===== src/rtl/spi_pkg.sv =====
// rtl/spi_pkg.sv - shared state encoding and command opcodes for the SPI slave front-end
package spi_pkg;

    typedef enum logic [2:0] {
        ST_IDLE,
        ST_SYNC,
        ST_RX,
        ST_DISPATCH,
        ST_WAIT_TX,
        ST_TX,
        ST_DONE
    } state_t;

    localparam logic [1:0] CMD_WR_ADDR = 2'b00;
    localparam logic [1:0] CMD_WR_DATA = 2'b01;
    localparam logic [1:0] CMD_RD_ADDR = 2'b10;
    localparam logic [1:0] CMD_RD_DATA = 2'b11;

    function automatic logic cmd_expects_response(input logic [1:0] cmd);
        logic rsp;
        case (cmd)
            CMD_RD_DATA:                          rsp = 1'b1;
            CMD_WR_ADDR, CMD_WR_DATA, CMD_RD_ADDR: rsp = 1'b0;
            default:                              rsp = 1'b0;
        endcase
        return rsp;
    endfunction

endpackage


===== src/rtl/spi_slave_ctrl_if.sv =====
// rtl/spi_slave_ctrl_if.sv - SPI pin and back-end handshake bundle for spi_slave_ctrl
interface spi_slave_ctrl_if #(
    parameter int FRAME_W = 10,
    parameter int DATA_W  = 8
);
    logic               ss_n;
    logic               MOSI;
    logic               MISO;
    logic               valid_MISO;
    logic [FRAME_W-1:0] rx_data;
    logic               rx_valid;
    logic [DATA_W-1:0]  tx_data;
    logic               tx_valid;

    modport master (
        output ss_n, MOSI, tx_data, tx_valid,
        input  MISO, valid_MISO, rx_data, rx_valid
    );

    modport slave (
        input  ss_n, MOSI, tx_data, tx_valid,
        output MISO, valid_MISO, rx_data, rx_valid
    );
endinterface


===== src/rtl/spi_tx_serializer.sv =====
// rtl/spi_tx_serializer.sv - parallel-load, MSB-first response shifter driving MISO/valid_MISO
module spi_tx_serializer #(
    parameter int DATA_W = 8
) (
    input  logic              clk,
    input  logic              rst,
    input  logic              clear,
    input  logic              load,
    input  logic [DATA_W-1:0] load_data,
    output logic              miso,
    output logic              valid_miso,
    output logic              done
);
    localparam int CW = $clog2(DATA_W);

    logic [DATA_W-1:0] sh_q, sh_d;
    logic [CW-1:0]     cnt_q, cnt_d;
    logic              miso_q, miso_d;
    logic              valid_q, valid_d;

    // The MSB goes out on the load edge itself, so cnt counts the bits still to send.
    always_comb begin
        sh_d    = sh_q;
        cnt_d   = cnt_q;
        miso_d  = miso_q;
        valid_d = valid_q;
        if (clear) begin
            cnt_d   = '0;
            miso_d  = 1'b0;
            valid_d = 1'b0;
        end else if (load) begin
            sh_d    = {load_data[DATA_W-2:0], 1'b0};
            miso_d  = load_data[DATA_W-1];
            valid_d = 1'b1;
            cnt_d   = CW'(DATA_W - 1);
        end else if (valid_q) begin
            if (cnt_q == '0) begin
                valid_d = 1'b0;
                miso_d  = 1'b0;
            end else begin
                miso_d = sh_q[DATA_W-1];
                sh_d   = {sh_q[DATA_W-2:0], 1'b0};
                cnt_d  = cnt_q - 1'b1;
            end
        end
    end

    always_ff @(posedge clk) begin
        if (rst) begin
            sh_q    <= '0;
            cnt_q   <= '0;
            miso_q  <= 1'b0;
            valid_q <= 1'b0;
        end else begin
            sh_q    <= sh_d;
            cnt_q   <= cnt_d;
            miso_q  <= miso_d;
            valid_q <= valid_d;
        end
    end

    assign miso       = miso_q;
    assign valid_miso = valid_q;
    assign done       = valid_q && (cnt_q == '0);

endmodule


===== src/rtl/spi_slave_ctrl.sv =====
// rtl/spi_slave_ctrl.sv - SPI slave: 10-bit command deserialiser with read-response serialiser
// Optional response timeout and sticky err flag: SPI_SLV_TIMEOUT_EN
module spi_slave_ctrl
    import spi_pkg::*;
#(
    parameter int FRAME_W     = 10,
    parameter int DATA_W      = 8,
    parameter int TIMEOUT_CYC = 16
) (
    input  logic                    clk,
    input  logic                    rst,
    spi_slave_ctrl_if.slave         bus,
    output logic                    sready,
    output logic                    busy,
    output logic                    err
);
    localparam int BCW = $clog2(FRAME_W);

    if (FRAME_W < 3 || DATA_W < 2 || TIMEOUT_CYC < 1) begin : g_bad_cfg
        $error("spi_slave_ctrl: unsupported parameter set");
    end

    state_t             state_q, state_d;
    logic [BCW-1:0]     bit_cnt_q, bit_cnt_d;
    logic [FRAME_W-1:0] frame_q, frame_d;
    logic [FRAME_W-1:0] rx_data_q, rx_data_d;
    logic               rx_valid_q, rx_valid_d;
    logic               sready_q, sready_d;
    logic               busy_q, busy_d;

    logic               ser_load;
    logic               ser_clear;
    logic               ser_done;
    logic [DATA_W-1:0]  ser_data;
    logic               timeout;

`ifdef SPI_SLV_TIMEOUT_EN
    localparam int TW = $clog2(TIMEOUT_CYC + 1);

    logic [TW-1:0] tmr_q, tmr_d;
    logic          err_q, err_d;

    assign timeout = (state_q == ST_WAIT_TX) && !bus.tx_valid
                     && (tmr_q == TW'(TIMEOUT_CYC - 1));

    always_comb begin
        tmr_d = '0;
        if (state_q == ST_WAIT_TX && !bus.tx_valid) begin
            tmr_d = tmr_q + 1'b1;
        end
        err_d = err_q | (timeout & ~bus.ss_n);
    end

    always_ff @(posedge clk) begin
        if (rst) begin
            tmr_q <= '0;
            err_q <= 1'b0;
        end else begin
            tmr_q <= tmr_d;
            err_q <= err_d;
        end
    end

    assign err = err_q;
`else
    assign timeout = 1'b0;
    assign err     = 1'b0;
`endif

    // A timed-out read answers all-ones so the master still sees a full byte.
    assign ser_data = timeout ? {DATA_W{1'b1}} : bus.tx_data;

    always_ff @(posedge clk) begin
        if (rst) begin
            state_q <= ST_IDLE;
        end else begin
            state_q <= state_d;
        end
    end

    always_comb begin
        state_d = state_q;
        case (state_q)
            ST_IDLE:     if (!bus.ss_n) state_d = ST_SYNC;
            ST_SYNC:     state_d = bus.ss_n ? ST_IDLE : ST_RX;
            ST_RX: begin
                if (bus.ss_n)               state_d = ST_IDLE;
                else if (bit_cnt_q == '0)   state_d = ST_DISPATCH;
            end
            ST_DISPATCH: state_d = cmd_expects_response(frame_q[FRAME_W-1 -: 2])
                                   ? ST_WAIT_TX : ST_DONE;
            ST_WAIT_TX: begin
                if (bus.ss_n)                       state_d = ST_IDLE;
                else if (bus.tx_valid || timeout)   state_d = ST_TX;
            end
            ST_TX: begin
                if (bus.ss_n)       state_d = ST_IDLE;
                else if (ser_done)  state_d = ST_DONE;
            end
            ST_DONE:     if (bus.ss_n) state_d = ST_IDLE;
            default:     state_d = ST_IDLE;
        endcase
    end

    always_comb begin
        frame_d    = frame_q;
        bit_cnt_d  = bit_cnt_q;
        rx_data_d  = rx_data_q;
        rx_valid_d = 1'b0;
        ser_load   = 1'b0;
        ser_clear  = 1'b0;
        case (state_q)
            ST_SYNC: bit_cnt_d = BCW'(FRAME_W - 1);
            ST_RX: begin
                frame_d   = {frame_q[FRAME_W-2:0], bus.MOSI};
                bit_cnt_d = bit_cnt_q - 1'b1;
            end
            ST_DISPATCH: begin
                rx_data_d  = frame_q;
                rx_valid_d = 1'b1;
            end
            ST_WAIT_TX: ser_load  = !bus.ss_n && (bus.tx_valid || timeout);
            ST_TX:      ser_clear = bus.ss_n;
            default: ;
        endcase
        sready_d = (state_d == ST_IDLE);
        busy_d   = (state_d != ST_IDLE);
    end

    always_ff @(posedge clk) begin
        if (rst) begin
            bit_cnt_q  <= '0;
            frame_q    <= '0;
            rx_data_q  <= '0;
            rx_valid_q <= 1'b0;
            sready_q   <= 1'b1;
            busy_q     <= 1'b0;
        end else begin
            bit_cnt_q  <= bit_cnt_d;
            frame_q    <= frame_d;
            rx_data_q  <= rx_data_d;
            rx_valid_q <= rx_valid_d;
            sready_q   <= sready_d;
            busy_q     <= busy_d;
        end
    end

    spi_tx_serializer #(
        .DATA_W (DATA_W)
    ) u_tx_ser (
        .clk        (clk),
        .rst        (rst),
        .clear      (ser_clear),
        .load       (ser_load),
        .load_data  (ser_data),
        .miso       (bus.MISO),
        .valid_miso (bus.valid_MISO),
        .done       (ser_done)
    );

    assign bus.rx_data  = rx_data_q;
    assign bus.rx_valid = rx_valid_q;
    assign sready       = sready_q;
    assign busy         = busy_q;

endmodule


===== src/flat_wrapper.sv =====
// flat-port wrapper written by rule: the top's interface ports become plain ports
module spi_slave_ctrl_flat import spi_pkg::*;
#(
    parameter int FRAME_W     = 10,
    parameter int DATA_W      = 8,
    parameter int TIMEOUT_CYC = 16
)
  (clk, rst, sready, busy, err, bus_ss_n, bus_MOSI, bus_tx_data, bus_tx_valid, bus_MISO, bus_valid_MISO, bus_rx_data, bus_rx_valid);
  spi_slave_ctrl_if #(.FRAME_W(FRAME_W), .DATA_W(DATA_W)) bus_i ();
  input  logic clk;
  input  logic rst;
  output logic sready;
  output logic busy;
  output logic err;
  input wire logic [$bits(bus_i.ss_n)-1:0] bus_ss_n;
  input wire logic [$bits(bus_i.MOSI)-1:0] bus_MOSI;
  input wire logic [$bits(bus_i.tx_data)-1:0] bus_tx_data;
  input wire logic [$bits(bus_i.tx_valid)-1:0] bus_tx_valid;
  output wire logic [$bits(bus_i.MISO)-1:0] bus_MISO;
  output wire logic [$bits(bus_i.valid_MISO)-1:0] bus_valid_MISO;
  output wire logic [$bits(bus_i.rx_data)-1:0] bus_rx_data;
  output wire logic [$bits(bus_i.rx_valid)-1:0] bus_rx_valid;
  assign bus_i.ss_n = bus_ss_n;
  assign bus_i.MOSI = bus_MOSI;
  assign bus_i.tx_data = bus_tx_data;
  assign bus_i.tx_valid = bus_tx_valid;
  assign bus_MISO = bus_i.MISO;
  assign bus_valid_MISO = bus_i.valid_MISO;
  assign bus_rx_data = bus_i.rx_data;
  assign bus_rx_valid = bus_i.rx_valid;
  spi_slave_ctrl #(.FRAME_W(FRAME_W), .DATA_W(DATA_W), .TIMEOUT_CYC(TIMEOUT_CYC)) u_core (.clk(clk), .rst(rst), .bus(bus_i), .sready(sready), .busy(busy), .err(err));
endmodule

===== config.mk =====
export PLATFORM = sky130hd
export DESIGN_NAME = spi_slave_ctrl_flat
export DESIGN_NICKNAME = d
export VERILOG_FILES = /design/src/rtl/spi_pkg.sv /design/src/rtl/spi_slave_ctrl_if.sv /design/src/rtl/spi_tx_serializer.sv /design/src/rtl/spi_slave_ctrl.sv /design/src/flat_wrapper.sv
export SDC_FILE = /design/constraint.sdc
export NUM_CORES = 1
export LEC_CHECK = 0
export ABC_AREA = 1
export CORE_MARGIN = 8
export CORE_UTILIZATION = 45
export CTS_CLUSTER_SIZE = 30
export DETAILED_ROUTE_END_ITERATION = 10
export PLACE_DENSITY_LB_ADDON = 0.08
export SKIP_LAST_GASP = 1
export SYNTH_ARGS = -nofsm -noshare
export SYNTH_HDL_FRONTEND = slang
export SYNTH_SLANG_ARGS = --single-unit

===== constraint.sdc =====
create_clock -name clk -period 1.1 [get_ports clk]
set_input_delay 0.275 -clock clk [delete_from_list [all_inputs] [get_ports clk]]
set_output_delay 0.275 -clock clk [all_outputs]
set_load 0.01 [all_outputs]

======== Word level (Yosys, flattened, before mapping) ========
Index checks and enable logic that the tools add are counted.
operators by class
  add/sub/neg operators ................... 2
  multiply operators ...................... 0
  div/mod/pow operators ................... 0
  order comparisons ....................... 0
  equality and inequality tests ........... 10
  shift operators ......................... 0
  multiplexer cells ....................... 29
  bitwise gates (word level) .............. 1
  reduce and logical (&&, ||, !) cells .... 15
operators with widths
  kind                                               number
  2-to-1 mux 3 bit                                   11
  2-to-1 mux 8 bit                                   3
  case mux 3 bit (7 select lines)                    1
  2-to-1 mux 1 bit                                   10
  == test 3 bit (second input constant)              3
  zero test 3 bit                                    3
  case mux 4 bit (2 select lines)                    1
  == test 3 x 2 -> 1 bit (second input constant)     2
  == test 2 bit (second input constant)              2
  zero test 4 bit                                    1
  2-to-1 mux 2 bit                                   2
  nonzero test 2 bit                                 2
  subtractor 4 x 1 -> 4 bit (second input constant)  1
  == test 3 x 1 -> 1 bit (second input constant)     1
  AND reduction 3 bit                                1
  nonzero test 3 bit                                 1
  OR reduction 3 bit                                 1
  subtractor 3 x 1 -> 3 bit (second input constant)  1
  == test 2 x 1 -> 1 bit (second input constant)     1
  logical AND 1 bit                                  2
  zero test 2 bit                                    1
  != test 2 x 1 -> 1 bit (second input constant)     1
  case mux 1 bit (2 select lines)                    1
  AND reduction 2 bit                                1
  other kinds (3)                                    3
word-level totals
  flip-flop bits (word level) ............. 43
  bits in latches ......................... 0
  memory bits (writable) .................. 0
  memory bits (read-only) ................. 0
  input port bits ......................... 13
  output and inout bits ................... 16
  logic and storage cells ................. 68
  memories kept ........................... 0

======== Logic depth before layout (Yosys ltp) ========
  depth in word-level cells ............... 7
  mapped depth ............................ 11
  mapped depth without buffers ............ 11

======== Hierarchy ========
From an unflattened synthesis, not the netlist that was laid out.
second synthesis, totals
  cell total of the unflattened synthesis .. 263
  area, all modules ....................... 1884.3 µm²
by module, submodules not included
  module             times used  cells each  area an instance (µm²)
  spi_slave_ctrl     1           162         1242.4
  spi_tx_serializer  1           101         641.9

======== Worst setup path before layout ========
No wires, ideal clock.
  kind .................................... reg2reg
  start point ............................. register u_core.u_tx_ser.cnt_q[0]
  end point ............................... register u_core.u_tx_ser.sh_q[2]
  setup time .............................. 0.113 ns
  arrival ................................. 1.119 ns
  slack ................................... -0.132 ns
  cell stages (with the launch flop) ...... 10
  clock period less this slack ............ 1.232 ns
  path through ............................ dfxtp_1 > inv_1 > ha_1 > nand2_1 > nand2_1 > nand2_2 > nand2_4 > buf_6 > nor2_1 > nor2_1
between the ends
  longest elaborated chain between the ends .. 3
ends and longest elaborated chain
  what                                     RTL line                 source
  start, declared                          spi_tx_serializer.sv:17  logic [CW-1:0] cnt_q, cnt_d;
  start signal, assigned                   spi_tx_serializer.sv:56  cnt_q <= cnt_d;
  zero test 3 bit                          spi_tx_serializer.sv:37  if (cnt_q == '0) begin
  != test 2 x 1 -> 1 bit (no source line)  -
  AND reduction 3 bit (no source line)     -
  end signal, assigned                     spi_tx_serializer.sv:50  sh_q <= '0;
  end signal, assigned                     spi_tx_serializer.sv:55  sh_q <= sh_d;
  end, declared                            spi_tx_serializer.sv:16  logic [DATA_W-1:0] sh_q, sh_d;
Every way passes these cells.
A chain may end at the register's enable or synchronous reset.

======== Worst setup path in the final report ========
  start point ............................. register u_core.state_q[1]
  end point ............................... register u_core.bit_cnt_q[2]
between the ends
  longest elaborated chain between the ends .. 2
  elaborated cells on any way between the ends .. 4
  classes of those cells .................. eq/ne: 2; mux: 1; reduce/logical: 1
ends and longest elaborated chain
  what                                                                          RTL line               source
  start, declared                                                               spi_slave_ctrl.sv:23   state_t state_q, state_d;
  start signal, assigned                                                        spi_slave_ctrl.sv:77   state_q <= state_d;
  == test 3 x 2 -> 1 bit / == test 3 x 1 -> 1 bit (equally long branches)       spi_slave_ctrl.sv:112  case (state_q)
  case mux 4 bit (2 select lines) / nonzero test 2 bit (equally long branches)  -
  end signal, assigned                                                          spi_slave_ctrl.sv:139  bit_cnt_q <= bit_cnt_d;
  end, declared                                                                 spi_slave_ctrl.sv:24   logic [BCW-1:0] bit_cnt_q, bit_cnt_d;
Parallel ways exist; a longest one is shown, timed or not.

==> summary.txt <==
Logic synthesis
  • XOR/XNOR Fraction of Synth Area: 0%
  • Share of cell area taken by muxes after synthesis: 0%
  • Adder-cell share of the synthesized area: 2.753%
  • Post-Synth Simple-Gate Area: between 20% and 30%
  • Number of synthesized flops with an enable pin: 0
  • Number of unique standard cell types used by synthesis: 27
  • Sequential area share after synthesis: 46.25%
  • Share of async-settable or async-resettable flops after synthesis: 0%
  • Largest family of logic cells by synthesized area: simple AND/OR/NAND/NOR gates
  • Primary FF master, synth: dfxtp_1
  • Warning count from the yosys run: 0
  • Post-Syn Instances: between 200 and 250
  • Average footprint of a synthesized cell: ~7.5 µm²
  • Complex-gate fraction of the synthesized area: 15.62%
  • Register bit count reported by yosys: 42
  • Syn Nets: 261
  • Mapped Area: between 1500 and 2000 µm²

Clock network
  • Clock Latency Late Sink: 300 ps
  • Number of sinks on the clock net: 42
  • Clock tree from TritonCTS: yes
  • # H-tree levels: 2
  • Maximum buffer depth of the clock tree: 2
  • Total clock buffers created by CTS: 5
  • Library cell used as clock root buffer: clkbuf_8
  • Post-CTS clock slew at the launch and capture registers of the worst setup and hold paths: ~80 ps
  • Number of hold buffers added after CTS: 0

Power
  • Peak supply drop: ~0.98 mV
  • Reported leakage power: between 0.001 and 0.0015 µW
  • Power per unit of standard cell area: roughly 1100 nW/µm²

Final layout
  • Commonest cells after routing, fill and taps aside: nand2_1 (36), inv_1 (27), dfxtp_1 (27)
  • Most frequent standard cell in the layout excluding fill and tap cells: nand2_1
  • Proportion of layout cells with a drive suffix above 1: between 40% and 50%
  • Area growth from synthesis to layout: 44.05%
  • Number of standard cells in the final layout excluding fillers: between 300 and 400
  • Number of nets in the layout: between 300 and 400
  • Count of inserted antenna diode cells: 0

Critical path
  • Endpoint required time on the critical path: between 1000 and 1500 ps
  • Critical Path Source: u_core.state_q[1]$_SDFF_PP0_
  • Startpoint of the worst register-to-register path: u_core.state_q[1]$_SDFF_PP0_
  • Number of cells traversed by the worst register-to-register path: 6
  • Startpoint class of the critical path: flip-flop
  • Biggest fanout along the worst timing path: 7
  • Kind of end point of the critical path: flip-flop
  • FF-to-FF setup slack: -90 ps
  • Worst Path Class, Setup: flip-flop to flip-flop
  • Critical Path End: u_core.bit_cnt_q[2]$_SDFFE_PP0P_
  • Worst path arrival time: between 1000 and 1500 ps
  • R2r endpoint: u_core.bit_cnt_q[2]$_SDFFE_PP0P_

Global routing
  • Tot GR Track Use: ~14%
  • Via count of the first global-routing pass: around 1,600
  • Antenna violations before repair: 0
  • Global-route wire length before repair: 7169 µm
  • Overall overflow remaining after global route: 0
  • Pin count of the biggest net entering global routing: 19

Detailed routing
  • Detailed-route via count: between 1,500 and 2,000
  • Detailed Route WL: ~4200 µm
  • Vias per Instance: roughly 4.7
  • Initial DRT Pass Iterations: 4
  • Count of routing violations after the opening detailed-route iteration: 50
  • DRC errors left: 0
  • Number of routed nets with antenna violations: 0
  • DR WL/cell: between 10 and 15 µm

Timing
  • Least setup slack across all paths after layout: -94.14 ps
  • Count of final hold-check violations: 0
  • Setup repair after global routing missed its margin: true
  • Total negative slack: -1202 ps
  • Part of the cycle the worst path needs: 108.6%
  • Fmax achieved: roughly 840 MHz
  • Worst clock skew: approximately 8 ps
  • Final count of negative-setup-slack endpoints: 28
  • Final Max Tran Viols: 0
  • Final critical-path required period: approximately 1200 ps

Place
  • Cells after DPL: 334
  • DP HPWL: roughly 2700 µm
  • Port-buffer cells: 27
  • Placer's final routability congestion estimate: between 0.8 and 0.9

Outcome
  • Failing checks: negative setup slack
  • Outcome: complete, but fails checks

Hold path
  • Classification of the worst-slack hold path: flip-flop to flip-flop

Floorplan
  • Std-Cell Core Area: a little under 4000 µm²
  • Horiz. Die Dim: 79.56 µm
  • Initial cell density of the core: between 40% and 50%
  • Die Y: 79.56 µm
  • Number of primary I/O pins: 29
  • Die Area: 6330 µm²
  • Number of core rows: 23

Flow run
  • Count of maximum capacitance violations: 0
## flip-flops by register name, summed over array words and instances, names as in the netlist, 3 cells and up
name and cells:
u_core.bus.rx_data 10, u_core.frame_q 10, u_core.state_q 3, u_core.u_tx_ser.sh_q 7, u_core.u_tx_ser.cnt_q 3, u_core.bit_cnt_q 4
## worst max-delay path, cell delays in order, from the launching register on
cell and delay [ps]:
dfxtp_4 410, buf_6 120, nand3_4 140, buf_6 170
o22ai_2 130, nand2_1 70, nor2_1 80
## kinds of logic (layout without fill, tap and decap cells)
| kind of cell | after synthesis | after routing |
|---|---|---|
| buffers and inverters | 47 | 103 |
| other | 1 | 1 |
| DFF | 42 | 42 |
| AOI/OAI and AO/OA | 55 | 55 |
| adders and majority gates | 4 | 4 |
| and+or+nand+nor | 95 | 96 |
## synth_stat cells, types with 4 or more instances
library cell,count,area (µm²)
o21ai_1,4,20.02
inv_1,34,127.6
ha_1,4,50.05
nand2_2,6,37.54
nor2_1,26,97.59
a21oi_1,25,125.1
nor3_1,6,30.03
o21ai_0,22,110.1
nand3_1,8,40.04
dfxtp_1,42,840.8
nand2_1,41,153.9
## metal layers
layer  track usage [%]  share of wire (%)  vias up
li1                  -                  -      880
met1             16.58                 47      745
met2             22.49                 46       29
met3             4.054                5.2        5
met4             6.667                1.3        0
met5                 0                  0        -
## per-stage QoR
stage	cell area [µm²]	power (µW)	utilization, %	setup slack, ps	hold slack, ps
after detailed placement	2295	1927	58.20	-484.4	443.7
final	2619	2982	66.42	-94.14	465.2
after floorplan	1861	1783	-	-26.30	421.7
after global placement	2295	1925	58.20	-453.2	438.9
after CTS	2505	2971	63.54	-81.64	466.6
after global routing	2619	3159	66.42	-172.1	493.5
## final cells by class
| type | count | area [µm²] |
|---|---|---|
| multi-input cells | 156 | 970.9 |
| clock buffers | 5 | 68.82 |
| inverters | 38 | 157.7 |
| repair buffers | 57 | 466.7 |
| flip-flops and latches | 42 | 867.1 |
| well taps | 50 | 62.56 |
| clock inverters | 3 | 25.02 |
| fillers | 358 | 1324 |
## power by group
group	switching [µW]	leakage [µW]	internal, µW
clock network	559	0.0000447	458
logic	189	0.000791	180
registers	33.0	0.000349	1560
## what timing repair did
item,in CTS,in global routing
setup endpoints to repair,46,42
gates resized for setup,97,40
setup buffers,4,3
gates cloned,2,0
pin swaps,18,12
## worst min-delay path by stage
stage / from / cells after the start / slack (ps) / to
finish: u_core.u_tx_ser.sh_q[1]$_SDFFE_PP0P_ / 2 / 470 / u_core.u_tx_ser.sh_q[1]$_SDFFE_PP0P_
global route: u_core.u_tx_ser.cnt_q[0]$_SDFFE_PP0P_ / 2 / 490 / u_core.u_tx_ser.cnt_q[0]$_SDFFE_PP0P_
CTS: u_core.frame_q[5]$_SDFFE_PP0P_ / 2 / 470 / u_core.bus.rx_data[5]$_SDFFE_PP0P_
detailed placement: u_core.bit_cnt_q[0]$_SDFFE_PP0P_ / 1 / 440 / u_core.bit_cnt_q[0]$_SDFFE_PP0P_
global placement: u_core.bit_cnt_q[0]$_SDFFE_PP0P_ / 1 / 440 / u_core.bit_cnt_q[0]$_SDFFE_PP0P_
floorplan: u_core.bit_cnt_q[0]$_SDFFE_PP0P_ / 1 / 420 / u_core.bit_cnt_q[0]$_SDFFE_PP0P_
Power figures use the tool's default switching activity.
